==> config.mk <==
export PLATFORM = sky130hd
export DESIGN_NAME = vout_read_req_gen
export DESIGN_NICKNAME = d
export VERILOG_FILES = /design/src/rtl/vout_req_pkg.sv /design/src/rtl/vsync_edge_det.sv /design/src/rtl/vout_read_req_gen.sv
export SDC_FILE = /design/constraint.sdc
export NUM_CORES = 1
export LEC_CHECK = 0
export CORE_UTILIZATION = 40
export CTS_BUF_LIST = sky130_fd_sc_hd__clkbuf_16
export CTS_CLUSTER_DIAMETER = 30
export CTS_CLUSTER_SIZE = 20
export DETAILED_ROUTE_END_ITERATION = 10
export SETUP_SLACK_MARGIN = 0.1
export SLEW_MARGIN = 20
export SYNTH_ARGS = -nofsm -noshare
export SYNTH_HDL_FRONTEND = slang
export SYNTH_SLANG_ARGS = --single-unit
==> constraint.sdc <==
create_clock -name pclk -period 2.5 [get_ports pclk]
set_input_delay 0.375 -clock pclk [delete_from_list [all_inputs] [get_ports pclk]]
set_output_delay 0.375 -clock pclk [all_outputs]
set_load 0.05 [all_outputs]
==> src/rtl/vout_req_pkg.sv <==
// Shared types and constants for the display read-request generator.
package vout_req_pkg;

  localparam int IDX_W           = 2;
  localparam int CNT_W           = 16;
  localparam int ACK_TIMEOUT_DEF = 4095;

  typedef enum logic [1:0] {
    ST_IDLE = 2'd0,
    ST_REQ  = 2'd1,
    ST_READ = 2'd2
  } state_e;

  // The writer is filling idx, so the newest complete frame sits one behind it.
  function automatic logic [IDX_W-1:0] last_done_idx(input logic [IDX_W-1:0] idx);
    return idx - 2'd1;
  endfunction

endpackage

==> src/rtl/vsync_edge_det.sv <==
// Three-flop synchroniser for vsync with a one-cycle rising-edge pulse.
module vsync_edge_det (
  input  logic clk,
  input  logic rst_n,
  input  logic async_i,
  output logic rise_o
);

  logic d0_q, d1_q, d2_q;

  // Synchroniser chain; d2 only serves as the delayed copy for edge detection.
  always_ff @(posedge clk or negedge rst_n) begin
    if (!rst_n) begin
      d0_q <= 1'b0;
      d1_q <= 1'b0;
      d2_q <= 1'b0;
    end else begin
      d0_q <= async_i;
      d1_q <= d0_q;
      d2_q <= d1_q;
    end
  end

  assign rise_o = d1_q & ~d2_q;

endmodule

==> src/rtl/vout_read_req_gen.sv <==
// Issues one frame read request per display vsync, pointing the reader at the
// most recently completed buffer, with ack timeout and repeat/overrun flags.
//
// state | meaning
// IDLE  | waiting for vsync rising edge
// REQ   | read_req asserted, waiting for ack (timeout counter running)
// READ  | reader busy with the frame, waiting for read_done
module vout_read_req_gen
  import vout_req_pkg::*;
#(
  parameter int unsigned ACK_TIMEOUT = ACK_TIMEOUT_DEF
) (
  input  logic             pclk,
  input  logic             rst_n,
  input  logic             vout_vsync,
  input  logic [IDX_W-1:0] wr_addr_index,
  output logic             read_req,
  output logic [IDX_W-1:0] read_addr_index,
  input  logic             read_req_ack,
  input  logic             read_done,
  output logic             frame_repeat,
  output logic             overrun,
  output logic [CNT_W-1:0] repeat_cnt,
  output logic             err_timeout,
  input  logic             err_clr
);

  localparam logic [CNT_W-1:0] CNT_LAST = CNT_W'(ACK_TIMEOUT - 1);

  logic             vs_rise;
  logic [IDX_W-1:0] s0_q, s1_q, stable_q;
  logic [IDX_W-1:0] cand;

  state_e           state_q, state_d;
  logic             read_req_q, read_req_d;
  logic [IDX_W-1:0] addr_q, addr_d;
  logic [IDX_W-1:0] prev_q, prev_d;
  logic [CNT_W-1:0] cnt_q, cnt_d;
  logic             frame_repeat_q, frame_repeat_d;
  logic             overrun_q, overrun_d;
  logic [CNT_W-1:0] rcnt_q, rcnt_d;
  logic             err_q, err_d;
  logic             issue, err_set, rep_inc;

  vsync_edge_det u_vs_det (
    .clk    (pclk),
    .rst_n  (rst_n),
    .async_i(vout_vsync),
    .rise_o (vs_rise)
  );

  // Write index crosses as a 2-bit bus; only accept it once two samples agree.
  always_ff @(posedge pclk or negedge rst_n) begin
    if (!rst_n) begin
      s0_q     <= '0;
      s1_q     <= '0;
      stable_q <= '0;
    end else begin
      s0_q <= wr_addr_index;
      s1_q <= s0_q;
      if (s0_q == s1_q) stable_q <= s1_q;
    end
  end

  assign cand = last_done_idx(stable_q);

  // State and output registers.
  always_ff @(posedge pclk or negedge rst_n) begin
    if (!rst_n) begin
      state_q        <= ST_IDLE;
      read_req_q     <= 1'b0;
      addr_q         <= '0;
      prev_q         <= '0;
      cnt_q          <= '0;
      frame_repeat_q <= 1'b0;
      overrun_q      <= 1'b0;
      rcnt_q         <= '0;
      err_q          <= 1'b0;
    end else begin
      state_q        <= state_d;
      read_req_q     <= read_req_d;
      addr_q         <= addr_d;
      prev_q         <= prev_d;
      cnt_q          <= cnt_d;
      frame_repeat_q <= frame_repeat_d;
      overrun_q      <= overrun_d;
      rcnt_q         <= rcnt_d;
      err_q          <= err_d;
    end
  end

  // Next-state and output decode.
  always_comb begin
    state_d        = state_q;
    read_req_d     = read_req_q;
    addr_d         = addr_q;
    prev_d         = prev_q;
    cnt_d          = cnt_q;
    frame_repeat_d = 1'b0;
    overrun_d      = 1'b0;
    rcnt_d         = rcnt_q;
    err_d          = err_q;
    issue          = 1'b0;
    err_set        = 1'b0;
    rep_inc        = 1'b0;

    case (state_q)
      ST_IDLE: begin
        if (vs_rise) issue = 1'b1;
      end
      ST_REQ: begin
        if (vs_rise) overrun_d = 1'b1;
        // Ack is checked first so a last-cycle ack never reports a timeout.
        if (read_req_ack) begin
          read_req_d = 1'b0;
          state_d    = ST_READ;
        end else if (cnt_q == CNT_LAST) begin
          read_req_d = 1'b0;
          err_set    = 1'b1;
          state_d    = ST_IDLE;
        end else begin
          cnt_d = cnt_q + 16'd1;
        end
      end
      ST_READ: begin
        // A vsync landing on the finishing cycle is not an overrun: chain
        // straight into the next request.
        if (read_done) begin
          if (vs_rise) issue = 1'b1;
          else         state_d = ST_IDLE;
        end else if (vs_rise) begin
          overrun_d = 1'b1;
        end
      end
      default: begin
        state_d    = ST_IDLE;
        read_req_d = 1'b0;
      end
    endcase

    if (issue) begin
      state_d    = ST_REQ;
      read_req_d = 1'b1;
      addr_d     = cand;
      prev_d     = cand;
      cnt_d      = '0;
      if (cand == prev_q) begin
        frame_repeat_d = 1'b1;
        rep_inc        = 1'b1;
      end
    end

    if (err_clr) begin
      err_d  = 1'b0;
      rcnt_d = '0;
    end else begin
      if (err_set) err_d = 1'b1;
      if (rep_inc && (rcnt_q != 16'hFFFF)) rcnt_d = rcnt_q + 16'd1;
    end
  end

  assign read_req        = read_req_q;
  assign read_addr_index = addr_q;
  assign frame_repeat    = frame_repeat_q;
  assign overrun         = overrun_q;
  assign repeat_cnt      = rcnt_q;
  assign err_timeout     = err_q;

endmodule

==> impl_results.md <==
- DRC viols: 0
- Yosys top cell by area: dfrtp_1
- Starting Density: 41.68%
- Global-route wire length before repair: 9094 um
- # fillers: 577
- Layout Utilization: 50.46%
- Synth Cell Area: 2482 um^2
- # IOs: 30
- Die ar.: 6525 um^2
- Final Hold Fails: 0
- Vias in the first global route: 1909
- Peak VDD IR: 0.3417 mV
- Setup Buffers After CTS: 0
- Most frequent cells in the layout: dfrtp_1 (49), nor2_1 (28), clkdlybuf4s50_1 (28), nand2_1 (19), a21oi_1 (17)
- Placed cells: 349
- Layout Nets: 295
- Deepest clock path buffer count: 2
- Fraction of synthesized cell area in xor and xnor cells: 5.645%
- Minimum hold slack: 0.1193 ns
- Synth Warn #: 0
- Slew HR: 53.81%
- Synth top area share: 49.40%
- Drt pass-1 iters: 4
- Worst EP arrival: 2.39 ns
- Max-cap violation count: 0
- Worst-Skew Late Latency: 0.29 ns
- GRT overflow: 0
- Netlist cell types: 44
- Root buffer cell: clkbuf_16
- Initial antenna violation count: 0
- Clock sink total: 49
- Fraction of layout cells with a size suffix above 1: 8.156%
- Routed WL: 5197 um
- Vias: 1963
- Avg Inst Size Synth: 9.930 um^2
- Hold Path Class: in -> async
- Routed Antenna Nets: 0
- Required @ worst endpoint: 2.68 ns
- Leak Pwr: 1.263 nW
- CTS clock-pin slew for the worst setup and hold paths: 0.07 ns
- IO buf count: 29
- Period minus WS final: 2.213 ns
- Post-CTS Hold Fix Bufs: 0
- Asr flop ratio synth: 100.0%
- Pin count of the biggest net entering global routing: 31
- Worst clock skew: 0.006660 ns
- Startpoint types: flip-flop
- Worst-path fanout max: 19
- Final Cycle Share: 88.51%
- Commonest non-fill, non-tap cell in the layout: dfrtp_1
- RSZ-0062 raised after global routing: no
- Final HPWL DP: 3530 um
- Outcome: complete, no violations
- Power consumption: 0.002142 W
- Area growth, synth to finish: 21.07%
- Initial DRC count: 46
- Mux contribution to synthesized area: 2.167%
- Post-cts sizing count: 0
- Post-synth EDFFs: 0
- DR WL/cell: 14.56 um
- Ant. Diodes: 0
- Rows: 28
- Worst R2R Path Depth: 6
- Largest family of logic cells by synthesized area: simple AND/OR/NAND/NOR gates
- Vias per cell: 5.499
- Largest cells by area after synthesis: dfrtp_1 (49%), xor2_1 (4.6%), nor2_1 (4.2%), a21oi_1 (3.4%), ha_1 (3.0%)
- Register area share after synthesis: 49.40%
- CTS tree: built
- Gr usage total: 18.00%
- Syn Inst Count: 250
- Synth Area in Compound Gates: 12.15%
- Slew Viols, Final: 0
- Die width: 80.78 um
- Setup TNS: 0 ns
- CP Capture Type: flip-flop
- Final setup viols: 0
- Max Clk Rate: 451.9 MHz
- Syn_nets: 264
- Post-Synth Simple-Gate Area: 24.90%
- Ys flop type: dfrtp_1
- Worst Tran Pin Value: 0.6929 ns
- Pwr Density: 712.6 nW/um^2
- Synth Area in Adders: 3.024%
- Core area: 5956 um^2
- Die Y: 80.78 um
- # H-tree levels: 2
- Yosys reg bits: 49
- Non-filler cells in the finished layout: 357
- GP Congestion: 0.7729
- Worst setup path class: reg -> reg
- CTS Buf Count: 5
-- layout make-up --
cell class / count / area, um^2 / share of cell area (%)
clock inverters: 3 / 21.27 / 0.7077
multi-input cells: 186 / 1197 / 39.84
flip-flops and latches: 49 / 1226 / 40.80
inverters: 5 / 18.77 / 0.6245
well taps: 75 / 93.84 / 3.122
repair buffers: 34 / 322.8 / 10.74
clock buffers: 5 / 125.1 / 4.163
-- synth_stat cells, types with 5 or more instances --
cell type,instances
and4_1,5
ha_1,6
nor2_1,28
nor2b_1,5
clkbuf_1,6
or4_1,6
dfrtp_1,49
o21ai_0,11
nand2_1,19
a21oi_1,17
o31ai_1,6
inv_1,5
xor2_1,13
nand4_1,12
nand3_1,10
-- path summary, 6_finish.rpt --
check	slack, ns	endpoint	start
setup / recovery	0.29	repeat_cnt[10]$_DFFE_PN0P_	repeat_cnt[0]$_DFFE_PN0P_
hold / removal	0.12	state_q[0]$_DFFE_PN0P_	rst_n
setup reg to reg	0.29	repeat_cnt[10]$_DFFE_PN0P_	repeat_cnt[0]$_DFFE_PN0P_
hold reg to reg	0.35	u_vs_det.d1_q$_DFF_PN0_	u_vs_det.d0_q$_DFF_PN0_
max in group asynchronous	1.75	repeat_cnt[8]$_DFFE_PN0P_	rst_n
min in group pclk	0.35	u_vs_det.d1_q$_DFF_PN0_	u_vs_det.d0_q$_DFF_PN0_
-- registers in the layout, indices dropped and copies added, names as in the netlist, 2 cells and up --
name / cells
prev_q: 2
state_q: 2
stable_q: 2
s0_q: 2
repeat_cnt: 16
s1_q: 2
cnt_q: 16
-- metrics by stage --
| step | worst slack, ns | area [um^2] |
|---|---|---|
| final | 0.2874 | 3005 |
| after global routing | 0.1010 | 3005 |
| after CTS | 0.2275 | 2997 |
| after detailed placement | 0.1249 | 2850 |
| after global placement | 0.1494 | 2850 |
| after floorplan | 0.2034 | 2482 |
-- worst max-delay path, cell delays in order, from the launching register on --
cell,delay (ns)
dfrtp_1,0.43
ha_1,0.23
nand4_1,0.14
or3_1,0.52
nor2_4,0.38
nor4b_1,0.11
mux2_2,0.28
-- kinds of logic after synthesis --
kind of cell             count (synthesis)
AND/OR/NAND/NOR                        111
adder cells (fa/ha/maj)                  6
buffers and inverters                   15
multiplexers                             5
flip-flops                              49
AO/OA/AOI/OAI                           48
XOR/XNOR                                16
-- report_power, final --
part / switching (W) / internal (W) / total (W)
combinational: 0.000320 / 0.000195 / 0.000515
clock: 0.000309 / 0.000373 / 0.000682
sequential: 0.0000768 / 0.000868 / 0.000945
-- metal layers --
layer  global-route usage, %  wire length (um)  up-vias
li1                        -                 -      977
met1                   24.52              2594      953
met4                   6.429                66        0
met5                       0                 0        -
met2                   28.56              2405       27
met3                   3.483               130        6
No activity file was read; power rests on OpenSTA's default activity.
